[src/rtl/instr_trace_pkg.sv]
// instr_trace_pkg: class codes, trace record layout and RV64 opcode constants
// shared by the commit-side trace classifier and its per-port decoder.
package instr_trace_pkg;

    typedef enum logic [3:0] {
        CLS_OTHER  = 4'd0,
        CLS_ALU    = 4'd1,
        CLS_MULDIV = 4'd2,
        CLS_LOAD   = 4'd3,
        CLS_STORE  = 4'd4,
        CLS_BRANCH = 4'd5,
        CLS_JUMP   = 4'd6,
        CLS_SYSTEM = 4'd7,
        CLS_FENCE  = 4'd8,
        CLS_AMO    = 4'd9,
        CLS_FP     = 4'd10,
        CLS_CORDIC = 4'd11
    } instr_class_e;

    // Record fields sized for the widest legal configuration; the top trims them.
    localparam int TRACE_PC_W   = 64;
    localparam int TRACE_PORT_W = 2;

    typedef struct packed {
        logic [TRACE_PC_W-1:0]   pc;
        logic [31:0]             instr;
        instr_class_e            cls;
        logic                    compressed;
        logic [TRACE_PORT_W-1:0] port;
    } trace_rec_t;

    localparam logic [6:0] OPC_LOAD     = 7'b0000011;
    localparam logic [6:0] OPC_LOAD_FP  = 7'b0000111;
    localparam logic [6:0] OPC_CUSTOM0  = 7'b0001011;
    localparam logic [6:0] OPC_MISC_MEM = 7'b0001111;
    localparam logic [6:0] OPC_OP_IMM   = 7'b0010011;
    localparam logic [6:0] OPC_AUIPC    = 7'b0010111;
    localparam logic [6:0] OPC_OP_IMM32 = 7'b0011011;
    localparam logic [6:0] OPC_STORE    = 7'b0100011;
    localparam logic [6:0] OPC_STORE_FP = 7'b0100111;
    localparam logic [6:0] OPC_AMO      = 7'b0101111;
    localparam logic [6:0] OPC_OP       = 7'b0110011;
    localparam logic [6:0] OPC_LUI      = 7'b0110111;
    localparam logic [6:0] OPC_OP32     = 7'b0111011;
    localparam logic [6:0] OPC_MADD     = 7'b1000011;
    localparam logic [6:0] OPC_MSUB     = 7'b1000111;
    localparam logic [6:0] OPC_NMSUB    = 7'b1001011;
    localparam logic [6:0] OPC_NMADD    = 7'b1001111;
    localparam logic [6:0] OPC_OP_FP    = 7'b1010011;
    localparam logic [6:0] OPC_BRANCH   = 7'b1100011;
    localparam logic [6:0] OPC_JALR     = 7'b1100111;
    localparam logic [6:0] OPC_JAL      = 7'b1101111;
    localparam logic [6:0] OPC_SYSTEM   = 7'b1110011;

    localparam logic [6:0] F7_BASE   = 7'b0000000;
    localparam logic [6:0] F7_ALT    = 7'b0100000;
    localparam logic [6:0] F7_MULDIV = 7'b0000001;
    localparam logic [6:0] F7_CORDIC = 7'b0000100;

    localparam logic [2:0] F3_CORDIC_SIN = 3'b001;
    localparam logic [2:0] F3_CORDIC_COS = 3'b010;

    function automatic logic is_compressed(input logic [1:0] quad);
        return quad != 2'b11;
    endfunction

endpackage

[src/rtl/instr_trace_classifier_classify.sv]
// instr_classify: combinational RV64IMAFDC + custom-0 CORDIC decoder,
// maps one raw encoding to a trace class code and a compressed flag.
module instr_classify
    import instr_trace_pkg::*;
(
    input  logic [31:0] instr_i,
    output logic [3:0]  class_o,
    output logic        compressed_o
);

    instr_class_e cls32;
    instr_class_e cls16;
    logic [6:0]   opcode;
    logic [6:0]   funct7;
    logic [2:0]   funct3;
    logic [2:0]   c_funct3;
    logic [4:0]   c_rs1;
    logic [4:0]   c_rs2;

    assign opcode   = instr_i[6:0];
    assign funct7   = instr_i[31:25];
    assign funct3   = instr_i[14:12];
    assign c_funct3 = instr_i[15:13];
    assign c_rs1    = instr_i[11:7];
    assign c_rs2    = instr_i[6:2];

    always_comb begin
        cls32 = CLS_OTHER;
        case (opcode)
            OPC_LOAD, OPC_LOAD_FP:   cls32 = CLS_LOAD;
            OPC_STORE, OPC_STORE_FP: cls32 = CLS_STORE;
            OPC_OP_IMM, OPC_OP_IMM32,
            OPC_LUI, OPC_AUIPC:      cls32 = CLS_ALU;
            OPC_OP, OPC_OP32: begin
                if (funct7 == F7_MULDIV) begin
                    cls32 = CLS_MULDIV;
                end else if (funct7 == F7_BASE || funct7 == F7_ALT) begin
                    cls32 = CLS_ALU;
                end
            end
            OPC_BRANCH:              cls32 = CLS_BRANCH;
            OPC_JAL, OPC_JALR:       cls32 = CLS_JUMP;
            OPC_SYSTEM:              cls32 = CLS_SYSTEM;
            OPC_MISC_MEM:            cls32 = CLS_FENCE;
            OPC_AMO:                 cls32 = CLS_AMO;
            OPC_OP_FP, OPC_MADD, OPC_MSUB,
            OPC_NMSUB, OPC_NMADD:    cls32 = CLS_FP;
            OPC_CUSTOM0: begin
                if (funct7 == F7_CORDIC &&
                    (funct3 == F3_CORDIC_SIN || funct3 == F3_CORDIC_COS)) begin
                    cls32 = CLS_CORDIC;
                end
            end
            default: ;
        endcase
    end

    // Quadrant 1 funct3=001 is c.addiw on RV64, so it stays ALU.
    always_comb begin
        cls16 = CLS_ALU;
        case (instr_i[1:0])
            2'b00: begin
                case (c_funct3)
                    3'b000: if (instr_i[15:0] == 16'h0000) cls16 = CLS_OTHER;
                    3'b001, 3'b010, 3'b011: cls16 = CLS_LOAD;
                    3'b100:  cls16 = CLS_OTHER;
                    default: cls16 = CLS_STORE;
                endcase
            end
            2'b01: begin
                case (c_funct3)
                    3'b101:         cls16 = CLS_JUMP;
                    3'b110, 3'b111: cls16 = CLS_BRANCH;
                    default: ;
                endcase
            end
            default: begin
                case (c_funct3)
                    3'b001, 3'b010, 3'b011: cls16 = CLS_LOAD;
                    3'b101, 3'b110, 3'b111: cls16 = CLS_STORE;
                    3'b100: begin
                        if (instr_i[12] && c_rs1 == 5'd0 && c_rs2 == 5'd0) begin
                            cls16 = CLS_SYSTEM;
                        end else if (c_rs2 == 5'd0) begin
                            cls16 = CLS_JUMP;
                        end
                    end
                    default: ;
                endcase
            end
        endcase
    end

    assign compressed_o = is_compressed(instr_i[1:0]);
    assign class_o      = compressed_o ? cls16 : cls32;

endmodule

[src/rtl/instr_trace_classifier.sv]
// instr_trace_classifier: classifies retired instructions into a drop-on-full
// trace FIFO; INSTR_TRACE_CLASS_CNT_EN adds per-class retire counters.
module instr_trace_classifier
    import instr_trace_pkg::*;
#(
    parameter int NrCommitPorts = 2,
    parameter int XLEN          = 64,
    parameter int Depth         = 8,
    parameter int CntWidth      = 32,
    localparam int PortW        = (NrCommitPorts > 1) ? $clog2(NrCommitPorts) : 1
) (
    input  logic                                   clk_i,
    input  logic                                   rst_i,
    input  logic                                   flush_i,
    input  logic [NrCommitPorts-1:0]               commit_valid_i,
    input  logic [NrCommitPorts-1:0][XLEN-1:0]     commit_pc_i,
    input  logic [NrCommitPorts-1:0][31:0]         commit_instr_i,
    output logic                                   trace_valid_o,
    input  logic                                   trace_ready_i,
    output logic [XLEN-1:0]                        trace_pc_o,
    output logic [31:0]                            trace_instr_o,
    output logic [3:0]                             trace_class_o,
    output logic                                   trace_compressed_o,
    output logic [PortW-1:0]                       trace_port_o,
    output logic                                   overflow_o,
    output logic [CntWidth-1:0]                    drop_cnt_o,
    input  logic                                   cnt_clear_i,
    output logic [15:0][CntWidth-1:0]              class_cnt_o
);

    localparam int         AW     = $clog2(Depth);
    localparam logic [AW:0] DepthL = (AW+1)'(Depth);

    logic [NrCommitPorts-1:0][3:0] cls;
    logic [NrCommitPorts-1:0]      comp;

    for (genvar g = 0; g < NrCommitPorts; g++) begin : g_cls
        instr_classify u_classify (
            .instr_i      (commit_instr_i[g]),
            .class_o      (cls[g]),
            .compressed_o (comp[g])
        );
    end

    trace_rec_t          mem_q [Depth];
    trace_rec_t          mem_d [Depth];
    logic [AW-1:0]       wr_ptr_q, wr_ptr_d;
    logic [AW-1:0]       rd_ptr_q, rd_ptr_d;
    logic [AW:0]         count_q, count_d;
    logic                overflow_q, overflow_d;
    logic [CntWidth-1:0] drop_cnt_q, drop_cnt_d;
    logic                pop;
    logic [AW:0]         free;
    logic [AW:0]         n_wr;
    logic [2:0]          n_drop;
    logic [CntWidth:0]   drop_sum;
    trace_rec_t          head;
    logic                unused_head;

    assign head          = mem_q[rd_ptr_q];
    assign trace_valid_o = count_q != '0;
    assign pop           = trace_valid_o & trace_ready_i;

    // Data outputs read as zero whenever no record is presented.
    assign trace_pc_o         = trace_valid_o ? head.pc[XLEN-1:0] : '0;
    assign trace_instr_o      = trace_valid_o ? head.instr : '0;
    assign trace_class_o      = trace_valid_o ? 4'(head.cls) : 4'd0;
    assign trace_compressed_o = trace_valid_o & head.compressed;
    assign trace_port_o       = trace_valid_o ? head.port[PortW-1:0] : '0;
    assign overflow_o         = overflow_q;
    assign drop_cnt_o         = drop_cnt_q;
    assign unused_head        = ^{head.pc, head.port};

    always_comb begin
        mem_d    = mem_q;
        wr_ptr_d = wr_ptr_q;
        rd_ptr_d = rd_ptr_q + AW'(pop);
        free     = DepthL - count_q + (AW+1)'(pop);
        n_wr     = '0;
        n_drop   = '0;
        for (int p = 0; p < NrCommitPorts; p++) begin
            if (commit_valid_i[p]) begin
                if (n_wr < free) begin
                    mem_d[wr_ptr_q + n_wr[AW-1:0]] = '{
                        pc:         TRACE_PC_W'(commit_pc_i[p]),
                        instr:      commit_instr_i[p],
                        cls:        instr_class_e'(cls[p]),
                        compressed: comp[p],
                        port:       TRACE_PORT_W'(p)
                    };
                    n_wr++;
                end else begin
                    n_drop++;
                end
            end
        end
        wr_ptr_d   = wr_ptr_q + n_wr[AW-1:0];
        count_d    = count_q - (AW+1)'(pop) + n_wr;
        drop_sum   = {1'b0, drop_cnt_q} + (CntWidth+1)'(n_drop);
        drop_cnt_d = drop_sum[CntWidth] ? '1 : drop_sum[CntWidth-1:0];
        overflow_d = overflow_q | (n_drop != '0);
        if (flush_i) begin
            count_d    = '0;
            wr_ptr_d   = '0;
            rd_ptr_d   = '0;
            overflow_d = 1'b0;
            drop_cnt_d = drop_cnt_q;
        end
    end

    always_ff @(posedge clk_i) begin
        if (rst_i) begin
            wr_ptr_q   <= '0;
            rd_ptr_q   <= '0;
            count_q    <= '0;
            overflow_q <= 1'b0;
            drop_cnt_q <= '0;
        end else begin
            wr_ptr_q   <= wr_ptr_d;
            rd_ptr_q   <= rd_ptr_d;
            count_q    <= count_d;
            overflow_q <= overflow_d;
            drop_cnt_q <= drop_cnt_d;
        end
    end

    always_ff @(posedge clk_i) begin
        mem_q <= mem_d;
    end

`ifdef INSTR_TRACE_CLASS_CNT_EN
    logic [15:0][CntWidth-1:0] class_cnt_q, class_cnt_d;
    logic [15:0][2:0]          cls_inc;
    logic [CntWidth:0]         cls_sum;

    always_comb begin
        cls_inc = '0;
        for (int p = 0; p < NrCommitPorts; p++) begin
            if (commit_valid_i[p]) begin
                cls_inc[cls[p]] = cls_inc[cls[p]] + 3'd1;
            end
        end
        class_cnt_d = class_cnt_q;
        cls_sum     = '0;
        for (int k = 0; k < 16; k++) begin
            cls_sum        = {1'b0, class_cnt_q[k]} + (CntWidth+1)'(cls_inc[k]);
            class_cnt_d[k] = cls_sum[CntWidth] ? '1 : cls_sum[CntWidth-1:0];
        end
        if (cnt_clear_i) begin
            class_cnt_d = '0;
        end
    end

    always_ff @(posedge clk_i) begin
        if (rst_i) begin
            class_cnt_q <= '0;
        end else begin
            class_cnt_q <= class_cnt_d;
        end
    end

    assign class_cnt_o = class_cnt_q;
`else
    logic unused_cnt_clear;

    assign unused_cnt_clear = cnt_clear_i;
    assign class_cnt_o      = '0;
`endif

endmodule

[config.mk]
export PLATFORM = sky130hd
export DESIGN_NAME = instr_trace_classifier
export DESIGN_NICKNAME = d
export VERILOG_FILES = /design/src/rtl/instr_trace_pkg.sv /design/src/rtl/instr_trace_classifier_classify.sv /design/src/rtl/instr_trace_classifier.sv
export SDC_FILE = /design/constraint.sdc
export NUM_CORES = 2
export LEC_CHECK = 0
export CAP_MARGIN = 0
export CELL_PAD_IN_SITES_DETAIL_PLACEMENT = 2
export CELL_PAD_IN_SITES_GLOBAL_PLACEMENT = 2
export CORE_MARGIN = 2
export CORE_UTILIZATION = 30
export CTS_BUF_LIST = sky130_fd_sc_hd__clkbuf_16
export CTS_CLUSTER_SIZE = 16
export DETAILED_ROUTE_END_ITERATION = 10
export HOLD_SLACK_MARGIN = 0.1
export PLACE_DENSITY = 0.88
export SLEW_MARGIN = 20
export SYNTH_ARGS = -nofsm -noshare
export SYNTH_HDL_FRONTEND = slang
export SYNTH_HIERARCHICAL = 1
export SYNTH_SLANG_ARGS = --single-unit
export TNS_END_PERCENT = 1
[constraint.sdc]
create_clock -name clk_i -period 5.3 [get_ports clk_i]
set_clock_uncertainty 0.05 [all_clocks]
set_input_delay 0.795 -clock clk_i [delete_from_list [all_inputs] [get_ports clk_i]]
set_output_delay 0.795 -clock clk_i [all_outputs]
set_load 0.02 [all_outputs]
Yosys cells after proc, flatten, opt, wreduce, memory -nomap -nowiden. Index checks and enable logic that the tools add are counted.

Flip-flop bits (word level): 867. Bits in latches: 0. RAM bits: 0. Bits in read-only memories: 0. Input bits: 199. Output and inout bits: 648. Logic and storage cells: 235. Memories kept: 0.

Add/subtract/negate cells: 10. Multiply operators: 0. Divide/modulo/power cells: 0. Order comparisons: 7. Eq/ne operators: 72. Shift operators: 0. Mux-type cells: 50. Bitwise operators: 6. Reductions and logical operators: 45.

Operators by type and width (number): two-way mux 824 bit (4); bitwise mux 824 bit (2); demux 103 bit (select 3 bit) (2); two-way mux 103 bit (4); binary-select mux 103 bit (select 3 bit) (1); equality test 7 bit, second input constant (18); equality test 7 x 6 -> 1 bit, second input constant (14); one-hot mux 4 bit (11 select lines) (2); two-way mux 32 bit (2); two-way mux 64 bit (1); two-way mux 4 bit (11); equality test 7 x 5 -> 1 bit, second input constant (6); adder 32 x 3 -> 33 bit (1); logical NOT 16 bit (2); equality test 7 x 3 -> 1 bit, second input constant (4); equality test 7 x 4 -> 1 bit, second input constant (4); equality test 3 bit, second input constant (8); one-hot mux 4 bit (3 select lines) (2); OR reduction 2 bit (11); logical NOT 5 bit (4); equality test 3 x 2 -> 1 bit, second input constant (6); one-hot mux 3 bit (3 select lines) (2); one-hot mux 4 bit (2 select lines) (2); equality test 7 x 1 -> 1 bit, second input constant (2); 32 further kinds (75).

Logic depth before layout (Yosys ltp).
Word-level depth: 15. Gate-level depth with buffers: 27. Depth with buffers taken out: 22.

By module. The synthesis kept the hierarchy.

By module, submodules not included: instr_trace_classifier (times used 1, cells an instance 6496, area each 56075.0 um2, seq. area each 17196.5 um2); instr_classify (times used 2, cells an instance 56, area each 354.1 um2, seq. area each 0.0 um2).

Worst setup path before layout. Ideal clock, no wire load.

Kind: reg-to-reg. Start: register count_q[2]. End: register drop_cnt_q[30] (netlist: drop_cnt_o[30]). Setup time: 106 ps. Data arrival time: 5321 ps. Data required time: 5144 ps. Slack: -177 ps. Stages on the path, launching flop included: 25. Buffers on the path: 5. Clock period less this slack: 5477 ps. Cell sequence: dfxtp_1 inv_1 ha_1 and2_1 clkbuf_1 clkbuf_1 inv_1 nand2_1 ha_1 inv_1 ha_1 clkinv_1 o41ai_4 buf_4 buf_2 buf_2 and2_1 ha_1 mux2_2 ha_1 inv_1 fa_1 or4_4 or4_1 o311ai_0.

Longest elaborated chain between the ends: 11. Elaborated cells between the ends (all ways): 15. Those cells by class: add/sub: 4; order compare: 2; mux: 7; bitwise: 1; reduce/logical: 1.

Ends and longest elaborated chain: start, declared (line instr_trace_classifier.sv:49) `logic [AW:0] count_q, count_d;`; start signal, assigned (line instr_trace_classifier.sv:121) `count_q <= count_d;`; nonzero test 4 bit (*) (line instr_trace_classifier.sv:61) `assign trace_valid_o = count_q != '0;`; named net trace_valid_o (line instr_trace_classifier.sv:18) `output logic trace_valid_o,`; AND 1 bit (*) (line instr_trace_classifier.sv:62) `assign pop = trace_valid_o & trace_ready_i;`; adder 4 x 1 -> 4 bit (*) (line instr_trace_classifier.sv:78) `free = DepthL - count_q + (AW+1)'(pop);`; < comparator 1 x 4 -> 1 bit (line instr_trace_classifier.sv:83) `if (n_wr < free) begin`; two-way mux 1 bit (line instr_trace_classifier.sv:83); two-way mux 1 bit (line instr_trace_classifier.sv:82) `if (commit_valid_i[p]) begin`; < comparator 4 bit / adder 3 x 1 -> 3 bit (equally long branches) (line instr_trace_classifier.sv:83, instr_trace_classifier.sv:93); two-way mux 3 bit (line instr_trace_classifier.sv:83); two-way mux 3 bit (*) (line instr_trace_classifier.sv:82); adder 32 x 3 -> 33 bit (*) (line instr_trace_classifier.sv:99) `drop_sum = {1'b0, drop_cnt_q} + (CntWidth+1)'(n_drop);`; two-way mux 32 bit (*) (line instr_trace_classifier.sv:100) `drop_cnt_d = drop_sum[CntWidth] ? '1 : drop_sum[CntWidth-1:0];`; end signal, assigned (line instr_trace_classifier.sv:123) `drop_cnt_q <= drop_cnt_d;`; end, declared (line instr_trace_classifier.sv:51) `logic [CntWidth-1:0] drop_cnt_q, drop_cnt_d;`.

Mark *: on every way through the listed nets, which the timed path passes. The rest lies on a longest branch. A chain may end at the register's enable or synchronous reset.

==> reports/metrics.yaml <==
status: "finished clean"
initial_core_util_pct: 30.20
wl_met2_um: 142200
worst_setup_path_start_kind: "flip-flop"
grt_pass1_wl_um: 464300
clk_pin_slew_ns: 0.06
crit_buf_inv: 6
drc: 0
cts.sink_count: 859
via_count: 63860
syn-cell-area_mm2: 0.05678
nFillCells: 20650
maxCapViolCount: 0
finalMaxSlewViolations: 0
netlist_instances: 6608
max_freq_ghz: 0.1928
vdd.ir_drop.worst_mv: 1.684
ios: 847
die-area_mm2: 0.1928
synth_most_common_cell: "dfxtp_1"
antenna_found_initial: 52
areaGrowthSynthToFinish_pct: 11.17
drtIter0Drc: 9578
crit_path_end_kind: "flip-flop"
dominantRegCellSynth: "dfxtp_1"
yosysWarnings: 6
grt_start_max_net_pins: 204
fin_nets: 6380
critPathSlowestCell: "buf_12"
setup_viol: 0
worstSetupPathType: "reg -> reg"
grt_usage_pct: 31.52
synth_edf_count: 0
syn_avg_cell_area_um2: 8.593
cts_tree: "done"
crit_arrival_ns: 5.85
clk_latency_ns: 0.79
powerDensity_mw_per_mm2: 717.8
p_leak_nw: 19.60
cts_root_buffer: "clkbuf_16"
synthTopCellsByArea: "dfxtp_1 30%, a211oi_1 11%, o2111ai_1 9.3%, a31oi_1 9.1%, mux4_2 8.1%"
crit_top_cell: "ha_1"
h-tree-depth: 3
drt_first_pass_iters: 6
synth_top_area_cell: "dfxtp_1"
crit_chain: "inv_1 -> ha_1 -> and2_4 -> inv_2 -> nand2_1 -> ha_1 -> inv_1 -> ha_1 -> or3b_2 -> o41ai_4 -> buf_4 -> buf_12 -> buf_12 -> a211oi_1 -> a31oi_1"
place_inst: 8547
met1Wirelength_um: 117100
die_x_um: 439.1
yosysTopAreaCellShare_pct: 30.28
synth_async_sr_flop_share_pct: 0
layout-drive-gt1-share_pct: 9.325
hp-class: "reg -> reg"
portBuffers: 333
synth-seq-cells: 859
cp_top_family: "buffers and inverters"
synth.distinct_cells: 64
period_share_pct: 97.89
finalNonFillerCells: 8773
fin_hold_ws_ns: 0.4154
postRouteAntennaNets: 0
maxUsedRoutingLayer: "met5"
tightest_slew_ns: 1.481
viasPerCell: 7.279
grt_pass1_vias: 67610
relSlewSlack_pct: 1.265
route.met3.wl_um: 36780
slowest_delay_ns: 0.76
synth_common_cells: "859 x dfxtp_1, 839 x nand3_1, 822 x a31oi_1"
coreArea_mm2: 0.1880
wl_per_cell_um: 36.30
critPathRequiredTime_ns: 5.96
rows: 159
gp_congestion: 0.8374
place_hpwl_um: 165300
numCtsBuffers: 106
gr-total-overflow: 0
hold_buffers: 0
period_needed_ns: 5.188
grt_setup_unrepaired: "false"
die_y_um: 439.1
clockBufferDepth: 3
hold_violations: 0
ys_seq_area_share_pct: 30.28
crit_fanout: 198
wl_um: 318500
[power breakdown]
group	switching (mW)	leakage, nW	internal [mW]	total, mW
sequential	1.48	7.12	8.99	10.5
combinational	20.7	10.8	6.84	27.6
clock	3.35	1.67	3.91	7.26
[cell families after synthesis]
logic type               count (synthesis)  synth area share, %
multiplexers                           307                9.909
AND/OR/NAND/NOR                       1241                11.31
XOR/XNOR                                18               0.2776
flip-flops                             859                30.28
AO/OA/AOI/OAI                         2547                33.15
buffers and inverters                 1615                14.58
adder cells (fa/ha/maj)                 20               0.4804
other                                    1             0.006604
[state kept, by name (all words and copies together) (netlist names)]
register and flops:
mem_q 816, count_q 4, overflow_o 1, rd_ptr_q 3
wr_ptr_q 3, drop_cnt_o 32
[through the flow]
stage	TNS [ns]	setup slack [ns]	cell area, um^2	total power, mW	utilization [%]
5_1_grt	0	0.06172	63110	46.58	33.57
3_3_place_gp	0	0.1492	59770	35.53	31.79
3_5_place_dp	-0.3063	-0.08052	59770	36.47	31.79
4_1_cts	0	0.05536	63010	43.93	33.52
6_report	0	0.1120	63130	45.31	33.58
2_1_floorplan	0	0.003027	58700	27.08	-
[layout make-up]
type | count | area [um^2] | area share, %
sequential | 859 | 17220 | 27.27
antenna | 37 | 92.59 | 0.1467
inverter | 31 | 123.9 | 0.1962
multi-input combinational | 4645 | 33460 | 53.01
tap | 2495 | 3122 | 4.945
clock buffer | 106 | 2653 | 4.202
clock inverter | 82 | 585.6 | 0.9276
timing repair buffer | 518 | 5873 | 9.304
[worst min-delay path, stage by stage (launching register included)]
cell and delay (ns):
dfxtp_1 0.31, nand3_1 0.07, nand2_1 0.05
[worst paths after layout]
| path | start | endpoint | slack [ns] | cells past startpoint |
|---|---|---|---|---|
| hold / removal | mem_q[412] | mem_q[412] | 0.42 | 2 |
| setup reg to reg | count_q[2] | mem_q[58] | 0.11 | 15 |
| hold reg to reg | mem_q[412] | mem_q[412] | 0.42 | 2 |
| setup / recovery | count_q[2] | mem_q[58] | 0.11 | 15 |
[routing by layer]
layer	vias to the layer above	track usage [%]
met5	-	0
met1	32150	38.16
met2	5550	47.93
met4	22	22.99
met3	1477	8.552
li1	24660	-
[layout by cell type, fill, tap and decap left out, types with 27 or more instances in the layout]
cell / instances
mux4_2: 204
and2_1: 109
inv_1: 51
clkdlybuf4s50_1: 333
o211ai_1: 212
clkinv_1: 30
dfxtp_1: 854
nor2_1: 133
a31oi_1: 822
a211oi_1: 814
diode_2: 37
clkbuf_16: 106
mux2i_1: 102
nand3_1: 835
conb_1: 512
nand4_1: 27
buf_4: 93
o2111ai_1: 604
buf_12: 92
nand2_1: 27
[what timing repair did]
item | CTS | global route
buffers inserted | 0 | 1
endpoints found under the hold margin | 0 | 0
endpoints found under the setup margin | 1 | 59
pin swaps | 0 | 1
resized for setup | 1 | 6
cloned | 0 | 0
No activity file was read; power rests on OpenSTA's default activity.
